## src/rtl/furv_pkg.sv

```systemverilog
// Shared RV32I definitions for the furv pipeline: opcodes, ctrl bit positions
// and immediate format selection.
package furv_pkg;

  localparam logic [6:0] OPC_LUI    = 7'b0110111;
  localparam logic [6:0] OPC_AUIPC  = 7'b0010111;
  localparam logic [6:0] OPC_JAL    = 7'b1101111;
  localparam logic [6:0] OPC_JALR   = 7'b1100111;
  localparam logic [6:0] OPC_BRANCH = 7'b1100011;
  localparam logic [6:0] OPC_LOAD   = 7'b0000011;
  localparam logic [6:0] OPC_STORE  = 7'b0100011;
  localparam logic [6:0] OPC_OP_IMM = 7'b0010011;
  localparam logic [6:0] OPC_OP     = 7'b0110011;

  localparam int CTRL_W         = 8;
  localparam int CTRL_IS_LUI    = 7;
  localparam int CTRL_IS_AUIPC  = 6;
  localparam int CTRL_IS_JAL    = 5;
  localparam int CTRL_IS_JALR   = 4;
  localparam int CTRL_IS_BRANCH = 3;
  localparam int CTRL_IS_LOAD   = 2;
  localparam int CTRL_IS_STORE  = 1;
  localparam int CTRL_IS_OP_IMM = 0;

  typedef enum logic [2:0] {
    IMM_I,
    IMM_S,
    IMM_B,
    IMM_U,
    IMM_J,
    IMM_NONE
  } imm_type_e;

  // R-type and unrecognised opcodes carry no immediate.
  function automatic imm_type_e imm_type_of(input logic [6:0] opcode);
    imm_type_e t;
    case (opcode)
      OPC_LUI, OPC_AUIPC:               t = IMM_U;
      OPC_JAL:                          t = IMM_J;
      OPC_JALR, OPC_LOAD, OPC_OP_IMM:   t = IMM_I;
      OPC_BRANCH:                       t = IMM_B;
      OPC_STORE:                        t = IMM_S;
      default:                          t = IMM_NONE;
    endcase
    return t;
  endfunction

endpackage

```

## src/rtl/furv_imm_gen.sv

```systemverilog
// Combinational RV32I immediate generator, shared by decode and later stages.
module furv_imm_gen
  import furv_pkg::*;
(
  input  logic [31:0] instruction,
  input  imm_type_e   imm_type,
  output logic [31:0] imm
);

  logic [31:0] i;
  assign i = instruction;

  always_comb begin
    imm = '0;
    case (imm_type)
      IMM_I:   imm = {{20{i[31]}}, i[31:20]};
      IMM_S:   imm = {{20{i[31]}}, i[31:25], i[11:7]};
      IMM_B:   imm = {{19{i[31]}}, i[31], i[7], i[30:25], i[11:8], 1'b0};
      IMM_U:   imm = {i[31:12], 12'b0};
      IMM_J:   imm = {{11{i[31]}}, i[31], i[19:12], i[20], i[30:21], 1'b0};
      default: imm = '0;
    endcase
  end

endmodule

```

## src/rtl/furv_id.sv

```systemverilog
// furv decode stage: regfile read, immediate/control decode, load-use bubble
// insertion and the ID/EX pipeline register.
module furv_id
  import furv_pkg::*;
#(
  parameter int XLEN      = 32,
  parameter bit HAZARD_EN = 1'b1
) (
  input  logic              clk,
  input  logic              rst,
  input  logic [XLEN-1:0]   if_pc,
  input  logic [31:0]       instruction,
  input  logic              valid_i,
  input  logic              stall_i,
  input  logic              flush_i,
  output logic              stall_o,
  output logic [4:0]        rs1_addr,
  output logic [4:0]        rs2_addr,
  input  logic [XLEN-1:0]   rs1_data,
  input  logic [XLEN-1:0]   rs2_data,
  output logic [XLEN-1:0]   id_pc,
  output logic [XLEN-1:0]   rs1_val,
  output logic [XLEN-1:0]   rs2_val,
  output logic [XLEN-1:0]   imm,
  output logic [4:0]        rd,
  output logic [2:0]        funct3,
  output logic              alu_alt,
  output logic [CTRL_W-1:0] ctrl,
  output logic              illegal,
  output logic              valid_o
);

  logic [6:0]        opcode;
  logic [CTRL_W-1:0] ctrl_d;
  logic              illegal_d;
  logic [4:0]        rd_d;
  logic              alu_alt_d;
  logic              uses_rs1;
  logic              uses_rs2;
  logic              load_use;
  logic [31:0]       imm_d;
  imm_type_e         imm_type;

  assign opcode   = instruction[6:0];
  assign rs1_addr = instruction[19:15];
  assign rs2_addr = instruction[24:20];
  assign imm_type = imm_type_of(opcode);

  furv_imm_gen u_imm_gen (
    .instruction (instruction),
    .imm_type    (imm_type),
    .imm         (imm_d)
  );

  always_comb begin
    ctrl_d    = '0;
    illegal_d = 1'b0;
    alu_alt_d = 1'b0;
    uses_rs1  = 1'b1;
    uses_rs2  = 1'b0;
    case (opcode)
      OPC_LUI:    begin ctrl_d[CTRL_IS_LUI]   = 1'b1; uses_rs1 = 1'b0; end
      OPC_AUIPC:  begin ctrl_d[CTRL_IS_AUIPC] = 1'b1; uses_rs1 = 1'b0; end
      OPC_JAL:    begin ctrl_d[CTRL_IS_JAL]   = 1'b1; uses_rs1 = 1'b0; end
      OPC_JALR:   ctrl_d[CTRL_IS_JALR] = 1'b1;
      OPC_BRANCH: begin ctrl_d[CTRL_IS_BRANCH] = 1'b1; uses_rs2 = 1'b1; end
      OPC_LOAD:   ctrl_d[CTRL_IS_LOAD] = 1'b1;
      OPC_STORE:  begin ctrl_d[CTRL_IS_STORE] = 1'b1; uses_rs2 = 1'b1; end
      OPC_OP_IMM: begin
        ctrl_d[CTRL_IS_OP_IMM] = 1'b1;
        // Only the right shifts use bit 30 (SRLI vs SRAI).
        alu_alt_d = (instruction[14:12] == 3'b101) ? instruction[30] : 1'b0;
      end
      OPC_OP:     begin alu_alt_d = instruction[30]; uses_rs2 = 1'b1; end
      default:    illegal_d = 1'b1;
    endcase
  end

  always_comb begin
    rd_d = instruction[11:7];
    if (illegal_d || ctrl_d[CTRL_IS_BRANCH] || ctrl_d[CTRL_IS_STORE])
      rd_d = 5'd0;
  end

  assign load_use = HAZARD_EN && valid_o && ctrl[CTRL_IS_LOAD] && (rd != 5'd0) && valid_i
                    && ((uses_rs1 && (rd == rs1_addr)) || (uses_rs2 && (rd == rs2_addr)));

  assign stall_o = stall_i | load_use;

  always_ff @(posedge clk) begin
    if (rst) begin
      id_pc   <= '0;
      rs1_val <= '0;
      rs2_val <= '0;
      imm     <= '0;
      rd      <= '0;
      funct3  <= '0;
      alu_alt <= 1'b0;
      ctrl    <= '0;
      illegal <= 1'b0;
      valid_o <= 1'b0;
    end else if (flush_i) begin
      valid_o <= 1'b0;
    end else if (!stall_i) begin
      if (load_use) begin
        valid_o <= 1'b0;
      end else begin
        id_pc   <= if_pc;
        rs1_val <= rs1_data;
        rs2_val <= rs2_data;
        imm     <= imm_d;
        rd      <= rd_d;
        funct3  <= instruction[14:12];
        alu_alt <= alu_alt_d;
        ctrl    <= ctrl_d;
        illegal <= illegal_d;
        valid_o <= valid_i;
      end
    end
  end

endmodule

```

## config.mk

```make
export PLATFORM = sky130hd
export DESIGN_NAME = furv_id
export DESIGN_NICKNAME = d
export VERILOG_FILES = /design/src/rtl/furv_pkg.sv /design/src/rtl/furv_imm_gen.sv /design/src/rtl/furv_id.sv
export SDC_FILE = /design/constraint.sdc
export NUM_CORES = 1
export LEC_CHECK = 0
export CAP_MARGIN = 10
export CORE_UTILIZATION = 45
export DETAILED_ROUTE_END_ITERATION = 10
export DONT_BUFFER_PORTS = 1
export HOLD_SLACK_MARGIN = 0.15
export PLACE_DENSITY = 0.61
export SLEW_MARGIN = 20
export SYNTH_ARGS = -nofsm -noshare
export SYNTH_HDL_FRONTEND = slang
export SYNTH_SLANG_ARGS = --single-unit
```

## constraint.sdc

```tcl
create_clock -name clk -period 4.8 [get_ports clk]
set_input_delay 1.2 -clock clk [delete_from_list [all_inputs] [get_ports clk]]
set_output_delay 1.2 -clock clk [all_outputs]
set_load 0.01 [all_outputs]
```

* After elaboration in Yosys (flattened, before gate mapping)
Cells that the tools add are included.
Storage, ports and cells: output and inout port bits 158, flip-flop bits (word level) 147, logic and storage cells 65
Operators by class: muxes and demuxes 17, equality and inequality tests 16, bitwise operators 4, reductions and logical operators 18
Operators by type and width (count):
- $pmux 32 s5 | 1
- $eq 7x6->1 const B | 3
- $eq 7x7->1 const B | 3
- $pmux 3 s5 | 1
- $eq 7x5->1 const B | 2
- $mux 1 | 13
- $eq 5x5->1 | 2
- $reduce_or 3->1 | 3
- $reduce_or 9->1 | 1
- $eq 7x2->1 const B | 1
- $eq 3x2->1 const B | 2
- $eq 3x3->1 const B | 2
- $logic_and 1x1->1 | 6
- $mux 5 | 1
- $reduce_bool 5->1 | 1
- $reduce_or 2->1 | 2
- $eq 3x1->1 const B | 1
- $logic_not 3->1 | 1
- $logic_or 1x1->1 | 3
- $not 1->1 | 3
- $reduce_and 3->1 | 1
- $pmux 1 s2 | 1
- $or 1x1->1 | 1

* Logic depth before layout (Yosys ltp)
Gate-level depths: netlist (run 1).
word-level depth 8, depth in mapped cells 9, mapped depth without buffers 5

* By module
From an unflattened synthesis (run 1), not the netlist that was laid out.
Unflattened totals: cell total of the unflattened synthesis 853, area, all modules 7249.5 sq um
Modules (own cells, without submodules):
- furv_id | times used 1, cells an instance 759, area each 6708.9 sq um
- furv_imm_gen | times used 1, cells an instance 94, area each 540.5 sq um

* Least setup slack after synthesis (run 1)
OpenSTA, ideal clock, no wires.
kind input to output, start point in instruction[5], end point out stall_o, arrival time 2.707 ns, path buffers 3, setup slack 0.893 ns, stages 7, path through clkbuf_1 > and4b_1 > o21a_1 > buf_2 > o41a_1 > buf_2 > nand2_1
Between the ends: cells in the longest elaborated chain, start to end 7
Ends and longest elaborated chain:
- from (decl) | RTL line furv_id.sv:12 | input logic [31:0] instruction,
- $eq 7x7->1, or another cell as far along | RTL line furv_id.sv:61 | case (opcode)
- $reduce_or 3->1 (no source line)
- $mux 1 | RTL line furv_id.sv:61
- $logic_and 1x1->1 | RTL line furv_id.sv:86 | && ((uses_rs1 && (rd == rs1_addr)) || (uses_rs2 && (rd == rs2_addr)));
- $logic_or 1x1->1 (*) | RTL line furv_id.sv:86
- $logic_and 1x1->1 (*) | RTL line furv_id.sv:86
- $or 1x1->1 (*) | RTL line furv_id.sv:88 | assign stall_o = stall_i | load_use;
- to (decl) | RTL line furv_id.sv:16 | output logic stall_o,
Every way passes the cells marked *; elsewhere a longest branch is shown, timed or not.

* Worst setup path in the final report (run 1)
start point in instruction[3], end point out stall_o
The elaborated chain is that of the path after synthesis.

==> metrics.csv, run 1 <==
stage;metric;value;unit
flow_run;drv_cap;0;
layout;syn_to_final_growth;7.86;%
die;die_x;119;microns
logic_synthesis;syn_area_per_cell;8.29;sq um
routing;antenna_left;0;
setup_path;cp-end-kind;output port;
logic_synthesis;synth_compound_area_share;29.8;%
setup_path;crit_arrival;2480;ps
timing;fin_crit_sh;76.6;%
routing;top_layer;met4;
timing;fin_crit;3680;ps
routing;firstDrtPassIters;5;
min_path;worstHoldPathType;flip-flop to flip-flop;
run_status;status;finished clean;
setup_path;crit_chain;and4b_1, o21a_1, o41a_2, nand2_1;
die;io_pins;291;
setup_path;start_kind;primary input;
die;dieArea;14200;sq um
logic_synthesis;synth-warning-count;0;
die;rows;42;
clock_network;clock_sinks;147;
timing;tightest_slew;874;ps
routing;drc;0;
logic_synthesis;synth_fa_ha_area_share;0;%
setup_path;r2r_slack;1550;ps
routing;vias;5610;
place;hpwl;12200;microns
timing;skew;6.64;ps
logic_synthesis;synth_top_family_by_area;compound AO/OA/AOI/OAI gates;
routing;drt-total-wl;18400;microns
clock_network;cts_tree;done;
logic_synthesis;synth_xor_xnor_area_share;1.41;%
place;portBuffers;0;
logic_synthesis;ys_types;47;
timing;slew_violations;0;
power;p_per_area;421;nW/um^2
global_route;overflow;0;
timing;tns;0;ps
clock_network;clockBufferDepth;2;
global_route;grt_max_degree;136;
clock_network;cts-root-buf;clkbuf_16;
logic_synthesis;synthMuxAreaShare;0;%
logic_synthesis;post_synth_and_or_nand_nor_area_fraction;14.3;%
routing;first_iter_violations;459;
layout;fin_cells;875;
logic_synthesis;synth_nets;880;
clock_network;post_cts_resized;0;
setup_path;cpPeakStageDelay;560;ps
routing;viasPerCell;6.41;
place;dp.cells;843;
setup_path;critPathSlowestCell;o41a_2;
clock_network;clock_latency;410;ps
clock_network;ctsHtreeMaxLevel;4;
setup_path;worstPathMaxFanout;11;
clock_network;postCtsSetupBuffers;0;
layout;num-fill-cells;1281;
routing;wl_met1;7370;microns
logic_synthesis;ys_seq_area_share;47.5;%
logic_synthesis;synth_top_flop_cell;dfxtp_1;
setup_path;cp_top_family;compound AO/OA/AOI/OAI gates;
logic_synthesis;synth-seq-cells;147;
setup_path;worst-path-buf-inv;0;
layout;register_area;2940;sq um
logic_synthesis;syn_inst;747;
layout;final_cell_mix;dfxtp_1, a21oi_1, o21ai_0;
clock_network;clkTransAtPathRegs;60;ps
min_path;min_from;id_pc[2]$_SDFFE_PP0P_;
setup_path;critical_path.startpoint;instruction[3];
timing;max_slew_margin;41.7;%
die;die-height;119;microns
global_route;grt_pass1_vias;5163;
layout;nets;819;
place;place_congestion;0.947;
setup_path;critPathRequiredTime;3600;ps
power;p_total;2.81;mW
power;ir_worst_vdd;0.194;mV
global_route;grtUsageTotal;25.4;%
layout;antenna_cells;0;
power;p_leak;2.15;nW
clock_network;ctsHoldBuffers;0;
timing;final_hold_viol_count;0;
die;fp.coreArea;13300;sq um
global_route;grt_pass1_wl;28500;microns
layout;layout_commonest_cell;dfxtp_1;
die;start_util;46.4;%
routing;wl_met2;8800;microns
global_route;grt_antenna_before_repair;0;
clock_network;numCtsBuffers;17;
setup_path;reg2reg_from;rd[0]$_SDFFE_PP0P_;
logic_synthesis;synthArstFlopShare;0;%
layout;multi_input_area;2840;sq um
timing;fmax;272;MHz
logic_synthesis;synth_edf_count;0;
layout;drive_gt1_share;7.30;%
timing;setup_viol;0;
routing;route.met3.wl;1870;microns
logic_synthesis;syn_area;6190;sq um
routing;drt-wirelength-per-cell;21.1;microns
setup_path;crit_type;primary input to output port;
timing;rsz0062_at_grt;false;
## worst min-delay path, stage by stage (launching register included)
cell	delay (ps)
dfxtp_1	340
o21ai_0	80
a21oi_1	60
## registers in the layout, summed over array words and instances (netlist names), 3 cells and up
| name | count |
|---|---|
| rd | 5 |
| rs2_val | 32 |
| funct3 | 3 |
| id_pc | 32 |
| ctrl | 8 |
| rs1_val | 32 |
| imm | 32 |
## path summary, 6_finish.rpt
path	to	cells past startpoint
worst max-delay path	stall_o	4
worst min-delay path	id_pc[2]$_SDFFE_PP0P_	2
worst max register to register	ctrl[1]$_SDFFE_PP0P_	5
worst min register to register	id_pc[2]$_SDFFE_PP0P_	2
## cells in the mapped netlist, types with 2 or more instances
master / count / share of area [%]
o21a_1: 3 / 0.36
or4_1: 2 / 0.24
buf_2: 27 / 2.2
nor3_1: 5 / 0.40
buf_1: 5 / 0.30
nor2_1: 4 / 0.24
o21ai_0: 118 / 9.5
buf_4: 11 / 1.3
a311oi_1: 9 / 1.3
xnor2_1: 10 / 1.4
nand3b_1: 2 / 0.24
nand2_1: 32 / 1.9
nand3_1: 106 / 8.6
a211oi_1: 17 / 2.1
a22oi_1: 4 / 0.49
and3_1: 3 / 0.30
nand4_1: 7 / 0.71
a21oi_1: 141 / 11
o211ai_1: 14 / 1.7
inv_1: 3 / 0.18
dfxtp_1: 147 / 48
a31o_2: 4 / 0.57
and2_1: 3 / 0.30
clkbuf_1: 45 / 2.7
o32ai_1: 2 / 0.28
a21o_1: 2 / 0.24
## stage by stage
stage / utilization, % / hold WS (ps) / setup WS, ps / area (sq um)
2_1_floorplan: - / 480 / 893 / 6190
3_5_place_dp: 45.6 / 508 / 885 / 6090
4_1_cts: 50.0 / 516 / 1140 / 6680
5_1_grt: 50.0 / 530 / 1090 / 6680
3_3_place_gp: 45.6 / 502 / 989 / 6090
6_report: 50.0 / 519 / 1120 / 6680
## kinds of logic (layout without fill, tap and decap cells)
logic type / Yosys count / count (layout)
AO/OA/AOI/OAI: 323 / 323
AND/OR/NAND/NOR: 174 / 174
flip-flops: 147 / 147
buffers and inverters: 93 / 45
XOR/XNOR: 10 / 10
## routing by layer
layer	vias up	track usage, %
met5	-	0
met4	0	10.9
met3	33	9.53
li1	2610	-
met1	2681	31.0
met2	286	40.0
## report_power, final
part	total, mW	switching, mW	internal [mW]
Sequential	1.33	0.0618	1.27
Clock	1.30	0.481	0.820
Combinational	0.175	0.116	0.0590
Total	2.81	0.659	2.15
## cell type report
class | count | area share, %
clock buffers | 24 | 7.36
clock inverters | 8 | 1.50
inverters | 3 | 0.169
multi-input cells | 507 | 42.5
flip-flops and latches | 147 | 44.1
well taps | 176 | 3.30
repair buffers | 10 | 1.12
Note: power is estimated with default switching activity, not from simulation.
==> run 2: changes to the inputs <==
Clock period 4.8 ns to 3.45 ns, I/O delays scaled along.
==> metrics.csv, run 2 (synthesis gave the netlist of run 1 again) <==
stage;metric;value;unit;change
timing;tightest_slew;802;ps;was 874 ps
setup_path;crit_arrival;2180;ps;was 2480 ps
timing;fin_crit;3040;ps;
power;p_total;3.82;mW;was 2.81 mW
global_route;overflow;0;;unchanged
die;fp.coreArea;13300;sq um;unchanged
clock_network;clock_latency;410;ps;about the same
layout;multi_input_area;2840;sq um;unchanged
layout;fin_cells;875;;unchanged
layout;antenna_cells;0;;unchanged
die;rows;42;;unchanged
timing;tns;0;ps;unchanged
timing;fin_ws;409;ps;was 1120 ps
flow_run;drv_cap;0;;unchanged
clock_network;numCtsBuffers;17;;unchanged
layout;drive_gt1_share;7.30;%;unchanged
layout;layout_commonest_cell;dfxtp_1;;unchanged
power;p_switching;934;uW;was 659 uW
routing;drc;0;;unchanged
clock_network;cts-root-buf;clkbuf_16;;unchanged
timing;rsz0062_at_grt;false;;unchanged
setup_path;start_kind;primary input;;unchanged
clock_network;clockBufferDepth;2;;unchanged
global_route;grt_antenna_before_repair;0;;unchanged
layout;design_area;6680;sq um;about the same
routing;viasPerCell;6.50;;was 6.41
power;clkPwrFrac;44.7;%;was 46.3%
die;dieArea;14200;sq um;unchanged
clock_network;cts_tree;done;;unchanged
routing;drt-total-wl;18700;microns;was 18400 microns
power;swShare;24.5;%;was 23.4%
routing;vias;5684;;was 5610
place;portBuffers;0;;unchanged
layout;num-fill-cells;1308;;was 1281
global_route;grt_use_met3;9.29;%;was 9.53%
clock_network;clkTransAtPathRegs;60;ps;about the same
power;p_seq_share;48.7;%;was 47.5%
clock_network;post_cts_resized;0;;unchanged
clock_network;postCtsSetupBuffers;0;;unchanged
global_route;grtUsageTotal;25.4;%;unchanged
place;place_congestion;0.924;;was 0.947
setup_path;cp-end-kind;output port;;unchanged
timing;slew_violations;0;;unchanged
place;dp_slack;435;ps;was 885 ps
global_route;grt_max_degree;136;;unchanged
global_route;grt_pass1_vias;5142;;was 5163
routing;drt-wirelength-per-cell;21.4;microns;was 21.1 microns
timing;final_hold_viol_count;0;;unchanged
routing;antenna_left;0;;unchanged
global_route;busiest_layer;met2;;unchanged
timing;max_slew_margin;46.5;%;was 41.7%
global_route;use_met2;39.5;%;was 40.0%
clock_network;ctsHoldBuffers;0;;unchanged
timing;fmax;329;MHz;
power;p_per_area;571;nW/um^2;was 421 nW/um^2
min_path;worstHoldPathType;flip-flop to flip-flop;;unchanged
routing;first_iter_violations;455;;was 459
die;io_pins;291;;unchanged
layout;syn_to_final_growth;7.96;%;was 7.86%
setup_path;critPathRequiredTime;2590;ps;was 3600 ps
setup_path;worstPathMaxFanout;11;;unchanged
layout;final_cell_mix;dfxtp_1, a21oi_1, o21ai_0;;unchanged
place;dpl_cell_area;6140;sq um;was 6090 sq um
die;die_x;119;microns;unchanged
timing;skew;5.00;ps;was 6.64 ps
timing;fin_crit_sh;88.1;%;
setup_path;crit_chain;and4b_1, o21a_1, o41a_2, nand2_1;;unchanged
layout;register_area;2940;sq um;unchanged
clock_network;ctsHtreeMaxLevel;4;;unchanged
setup_path;crit_type;primary input to output port;;unchanged
setup_path;cpPeakStageDelay;590;ps;was 560 ps
power;p_int;2.88;mW;was 2.15 mW
timing;setup_viol;0;;unchanged
power;ir_worst_vdd;0.281;mV;was 0.194 mV
power;p_leak;2.15;nW;about the same
setup_path;critPathSlowestCell;o41a_2;;unchanged
die;die-height;119;microns;unchanged
power;comb_power_share;6.6;%;was 6.2%
run_status;status;finished clean;;unchanged
clock_network;clock_sinks;147;;unchanged
die;start_util;46.4;%;unchanged
layout;nets;819;;unchanged
global_route;gr-usage-met1;31.4;%;was 31.0%
global_route;grt_pass1_wl;28500;microns;about the same
place;hpwl;12200;microns;about the same
routing;firstDrtPassIters;6;;was 5
place;dp.cells;843;;unchanged
## run 2: changes by cell type in the layout (fill, tap and decap cells not counted)
cell | previous run | this run
clkbuf_8 | 4 | 2
bufinv_16 | 2 | 1
buf_4 | 10 | 6
clkinv_2 | 3 | 6
clkinvlp_4 | 1 | 2
buf_12 | 0 | 4
clkinv_4 | 2 | 1
## run 2: worst max-delay path, delay by kind of cell
family           cells  cell delay [ps]
AND/OR/NAND/NOR      2              370
AO/OA/AOI/OAI        2              940
## run 2: power groups by stage
stage	logic [mW]	registers, mW	clock network (mW)
floorplan	0.237	1.87	0
global placement	0.240	1.89	0
detailed placement	0.251	1.89	0
CTS	0.251	1.86	1.73
global route	0.281	1.86	1.82
finish	0.253	1.86	1.70
## run 2: stage by stage
step	hold slack, ps	util [%]
4_1_cts	502	50.1
3_5_place_dp	508	46.0
6_report	520	50.1
2_1_floorplan	480	-
5_1_grt	503	50.1
3_3_place_gp	502	46.0
## run 2: final timing paths
path	from	endpoint	slack (ps)	cells after the start
worst max-delay path	instruction[3]	stall_o	410	4
worst min-delay path	rs2_val[29]$_SDFFE_PP0P_	rs2_val[29]$_SDFFE_PP0P_	520	2
worst max register to register	rd[0]$_SDFFE_PP0P_	imm[16]$_SDFFE_PP0P_	650	6
worst min register to register	rs2_val[29]$_SDFFE_PP0P_	rs2_val[29]$_SDFFE_PP0P_	520	2
## run 2: final cells by class
class / instances / area share, %
Clock inverter: 10 / 1.25
Multi-Input combinational cell: 507 / 42.4
Inverter: 3 / 0.168
Tap cell: 176 / 3.29
Clock buffer: 22 / 6.94
Timing Repair Buffer: 10 / 1.87
Sequential cell: 147 / 44.0
## run 2: layer usage
layer / up-vias / part of all wire (%)
li1: 2601 / -
met5: - / 0
met1: 2686 / 40
met3: 47 / 11
met2: 350 / 47
met4: 0 / 2.7
==> run 3: changes to the inputs <==
Settings changed: CTS_BUF_LIST from default to sky130_fd_sc_hd__clkbuf_4 sky130_fd_sc_hd__clkbuf_8, SYNTH_HIERARCHICAL from default to 1.
==> metrics.csv, run 3 <==
stage;metric;value;unit;change
logic_synthesis;ys_seq_area_share;40.6;%;was 47.5%
run_status;status;finished clean;;unchanged
power;p_switching;843;uW;was 934 uW
logic_synthesis;synth_most_common_cell;a21oi_1;;was dfxtp_1
layout;drive_gt1_share;8.55;%;was 7.30%
routing;drt-wirelength-per-cell;22.3;microns;was 21.4 microns
global_route;grt_pass1_vias;6064;;was 5142
logic_synthesis;synthTopCellsByCount;a21oi_1, dfxtp_1, nand4_1;;was dfxtp_1, a21oi_1, o21ai_0
layout;register_area;2940;sq um;unchanged
power;p_seq_share;52.6;%;was 48.7%
routing;viasPerCell;6.69;;was 6.50
min_path;min_from;rst;;was rs2_val[29]$_SDFFE_PP0P_
layout;antenna_cells;0;;unchanged
timing;rsz0062_at_grt;false;;unchanged
clock_network;cts-root-buf;clkbuf_8;;was clkbuf_16
logic_synthesis;synthArstFlopShare;0;%;unchanged
layout;final_cell_mix;a21oi_1, dfxtp_1, nand4_1;;was dfxtp_1, a21oi_1, o21ai_0
min_path;hold_path_depth;1;;was 2
place;dp.cells;956;;was 843
timing;final_hold_viol_count;0;;unchanged
die;io_pins;291;;unchanged
place;place_congestion;0.822;;was 0.924
layout;nets;892;;was 819
die;die_x;129;microns;was 119 microns
clock_network;clock_latency;440;ps;was 410 ps
die;fp.coreArea;15800;sq um;was 13300 sq um
setup_path;crit_arrival;2300;ps;was 2180 ps
global_route;grt_pass1_wl;32900;microns;was 28500 microns
logic_synthesis;synthTopCellsByArea;dfxtp_1, o31ai_1, nand4_1, a21oi_1, clkbuf_1;;was dfxtp_1, a21oi_1, o21ai_0, nand3_1, clkbuf_1
clock_network;clkTransAtPathRegs;80;ps;was 60 ps
timing;skew;7.14;ps;was 5.00 ps
clock_network;ctsHoldBuffers;0;;unchanged
place;hpwl;14100;microns;was 12200 microns
logic_synthesis;synth-warning-count;6;;was 0
setup_path;r2r_slack;580;ps;was 650 ps
routing;vias;6606;;was 5684
global_route;grt_antenna_before_repair;0;;unchanged
min_path;whs_endpoint;id_pc[1]$_SDFFE_PP0P_;;was rs2_val[29]$_SDFFE_PP0P_
timing;holdWs;502;ps;was 520 ps
power;comb_power_share;6.1;%;was 6.6%
setup_path;critPathSlowestCell;or4_1;;was o41a_2
power;p_int;2.63;mW;was 2.88 mW
setup_path;cpPeakStageDelay;610;ps;was 590 ps
timing;max_slew_margin;38.3;%;was 46.5%
logic_synthesis;synth_top_flop_cell;dfxtp_1;;unchanged
layout;syn_to_final_growth;3.94;%;was 7.96%
clock_network;clock_sinks;147;;unchanged
setup_path;start_kind;flip-flop;;was primary input
logic_synthesis;ys_types;50;;was 47
power;clkPwrFrac;41.4;%;was 44.7%
setup_path;cp-end-kind;output port;;unchanged
timing;fin_crit_sh;91.7;%;was 88.1%
clock_network;numCtsBuffers;17;;unchanged
clock_network;ctsHtreeMaxLevel;4;;unchanged
layout;fin_cells;988;;was 875
setup_path;worstPathMaxFanout;5;;was 11
layout;layout_commonest_cell;a21oi_1;;was dfxtp_1
logic_synthesis;synth_largest_area_cell;dfxtp_1;;unchanged
timing;tightest_slew;917;ps;was 802 ps
die;dieArea;16600;sq um;was 14200 sq um
routing;drc;0;;unchanged
routing;firstDrtPassIters;8;;was 6
setup_path;crit_type;flip-flop to output port;;was primary input to output port
power;p_total;3.47;mW;was 3.82 mW
logic_synthesis;syn_inst;853;;was 747
layout;multi_input_area;3680;sq um;was 2840 sq um
die;die-height;129;microns;was 119 microns
setup_path;reg2reg_from;rd[0]$_SDFFE_PP0P_;;unchanged
clock_network;cts_tree;done;;unchanged
timing;fmax;316;MHz;was 329 MHz
power;p_per_area;461;nW/um^2;was 571 nW/um^2
global_route;grt_max_degree;154;;was 136
global_route;grtUsageTotal;25.4;%;about the same
die;rows;46;;was 42
setup_path;reg2reg_depth;6;;unchanged
timing;tns;0;ps;unchanged
logic_synthesis;syn_area;7250;sq um;was 6190 sq um
setup_path;reg2reg_to;ctrl[3]$_SDFFE_PP0P_;;was imm[16]$_SDFFE_PP0P_
setup_path;critPathRequiredTime;2590;ps;about the same
global_route;overflow;0;;unchanged
min_path;worstHoldPathType;primary input to flip-flop;;was flip-flop to flip-flop
place;portBuffers;0;;unchanged
clock_network;clockBufferDepth;2;;unchanged
timing;fin_crit;3160;ps;was 3040 ps
clock_network;post_cts_resized;0;;unchanged
logic_synthesis;synth-seq-cells;147;;unchanged
routing;first_iter_violations;485;;was 455
routing;antenna_left;0;;unchanged
power;ir_worst_vdd;0.252;mV;was 0.281 mV
flow_run;drv_cap;0;;unchanged
timing;slew_violations;0;;unchanged
logic_synthesis;synth_edf_count;0;;unchanged
layout;num-fill-cells;1518;;was 1308
logic_synthesis;syn_area_per_cell;8.50;sq um;was 8.29 sq um
logic_synthesis;synth_top_area_share;40.6;%;was 47.5%
power;p_leak;2.53;nW;was 2.15 nW
clock_network;postCtsSetupBuffers;0;;unchanged
timing;setup_viol;0;;unchanged
setup_path;crit_chain;or4_1, o2111ai_2, nor4_4, or3_1;;was and4b_1, o21a_1, o41a_2, nand2_1
routing;drt-total-wl;22000;microns;was 18700 microns
die;start_util;45.8;%;was 46.4%
logic_synthesis;synth_nets;986;;was 880
power;swShare;24.3;%;was 24.5%
-- run 3: cell count changes in the layout (fill, tap and decap cells not counted), sizes merged, moves of 13 or more --
cell    delta
nand2b    +19
o211ai    -13
nand3    -103
a211oi    -16
o21ai    -114
o31ai    +132
nand4    +126
-- run 3: through the flow --
step | util [%] | setup WS [ps] | instance area (sq um)
finish | 47.6 | 286 | 7530
global placement | 44.9 | 502 | 7100
global route | 47.6 | 207 | 7530
CTS | 47.6 | 252 | 7530
floorplan | - | 506 | 7250
detailed placement | 44.9 | 395 | 7100
-- run 3: cells by family (layout without fill, tap and decap cells) --
family	count (synthesis)	in the layout	synth area share [%]
xor gates and xnor gates	10	10	1.21
and+or+nand+nor	235	235	20.1
buffers and inverters	135	54	8.85
adders and majority gates	1	1	0.155
DFF	147	147	40.6
muxes	18	18	2.59
AOI/OAI and AO/OA	307	307	26.5
-- run 3: layout make-up --
type                            count  area share (%)
Sequential cell                   147            39.1
Timing Repair Buffer               16            2.42
Clock buffer                       21            3.75
Multi-Input combinational cell    571            48.9
Tap cell                          216            3.59
Clock inverter                     11            1.99
Inverter                            6           0.299
-- run 3: layer usage --
layer / GRT usage [%] / up-vias / routed length (microns)
li1: - / 3081 / -
met1: 30.3 / 3169 / 8720
met2: 40.5 / 326 / 10500
met3: 9.85 / 30 / 2300
met4: 10.9 / 0 / 430
met5: 0 / - / 0
-- run 3: power groups by stage --
stage                     sequential [mW]  clock (mW)  combinational (mW)
final                                1.83        1.44               0.210
after global routing                 1.83        1.56               0.233
after CTS                            1.83        1.48               0.209
after detailed placement             1.87           0               0.209
after global placement               1.86           0               0.198
after floorplan                      1.85           0               0.212
-- run 3: worst max-delay path by stage --
stage	slack [ps]	to	start	cells after the start
floorplan	510	stall_o	instruction[5]	5
global placement	500	ctrl[2]$_SDFFE_PP0P_	instruction[3]	6
detailed placement	400	ctrl[3]$_SDFFE_PP0P_	instruction[3]	6
CTS	250	stall_o	rd[0]$_SDFFE_PP0P_	4
global route	210	stall_o	rd[0]$_SDFFE_PP0P_	4
finish	290	stall_o	rd[0]$_SDFFE_PP0P_	4
-- run 3: worst max-delay path: cells and delay by family, from the launching register on --
| kind | cells | cell delay (ps) |
|---|---|---|
| and+or+nand+nor | 3 | 1150 |
| DFF | 1 | 420 |
| AOI/OAI and AO/OA | 1 | 280 |
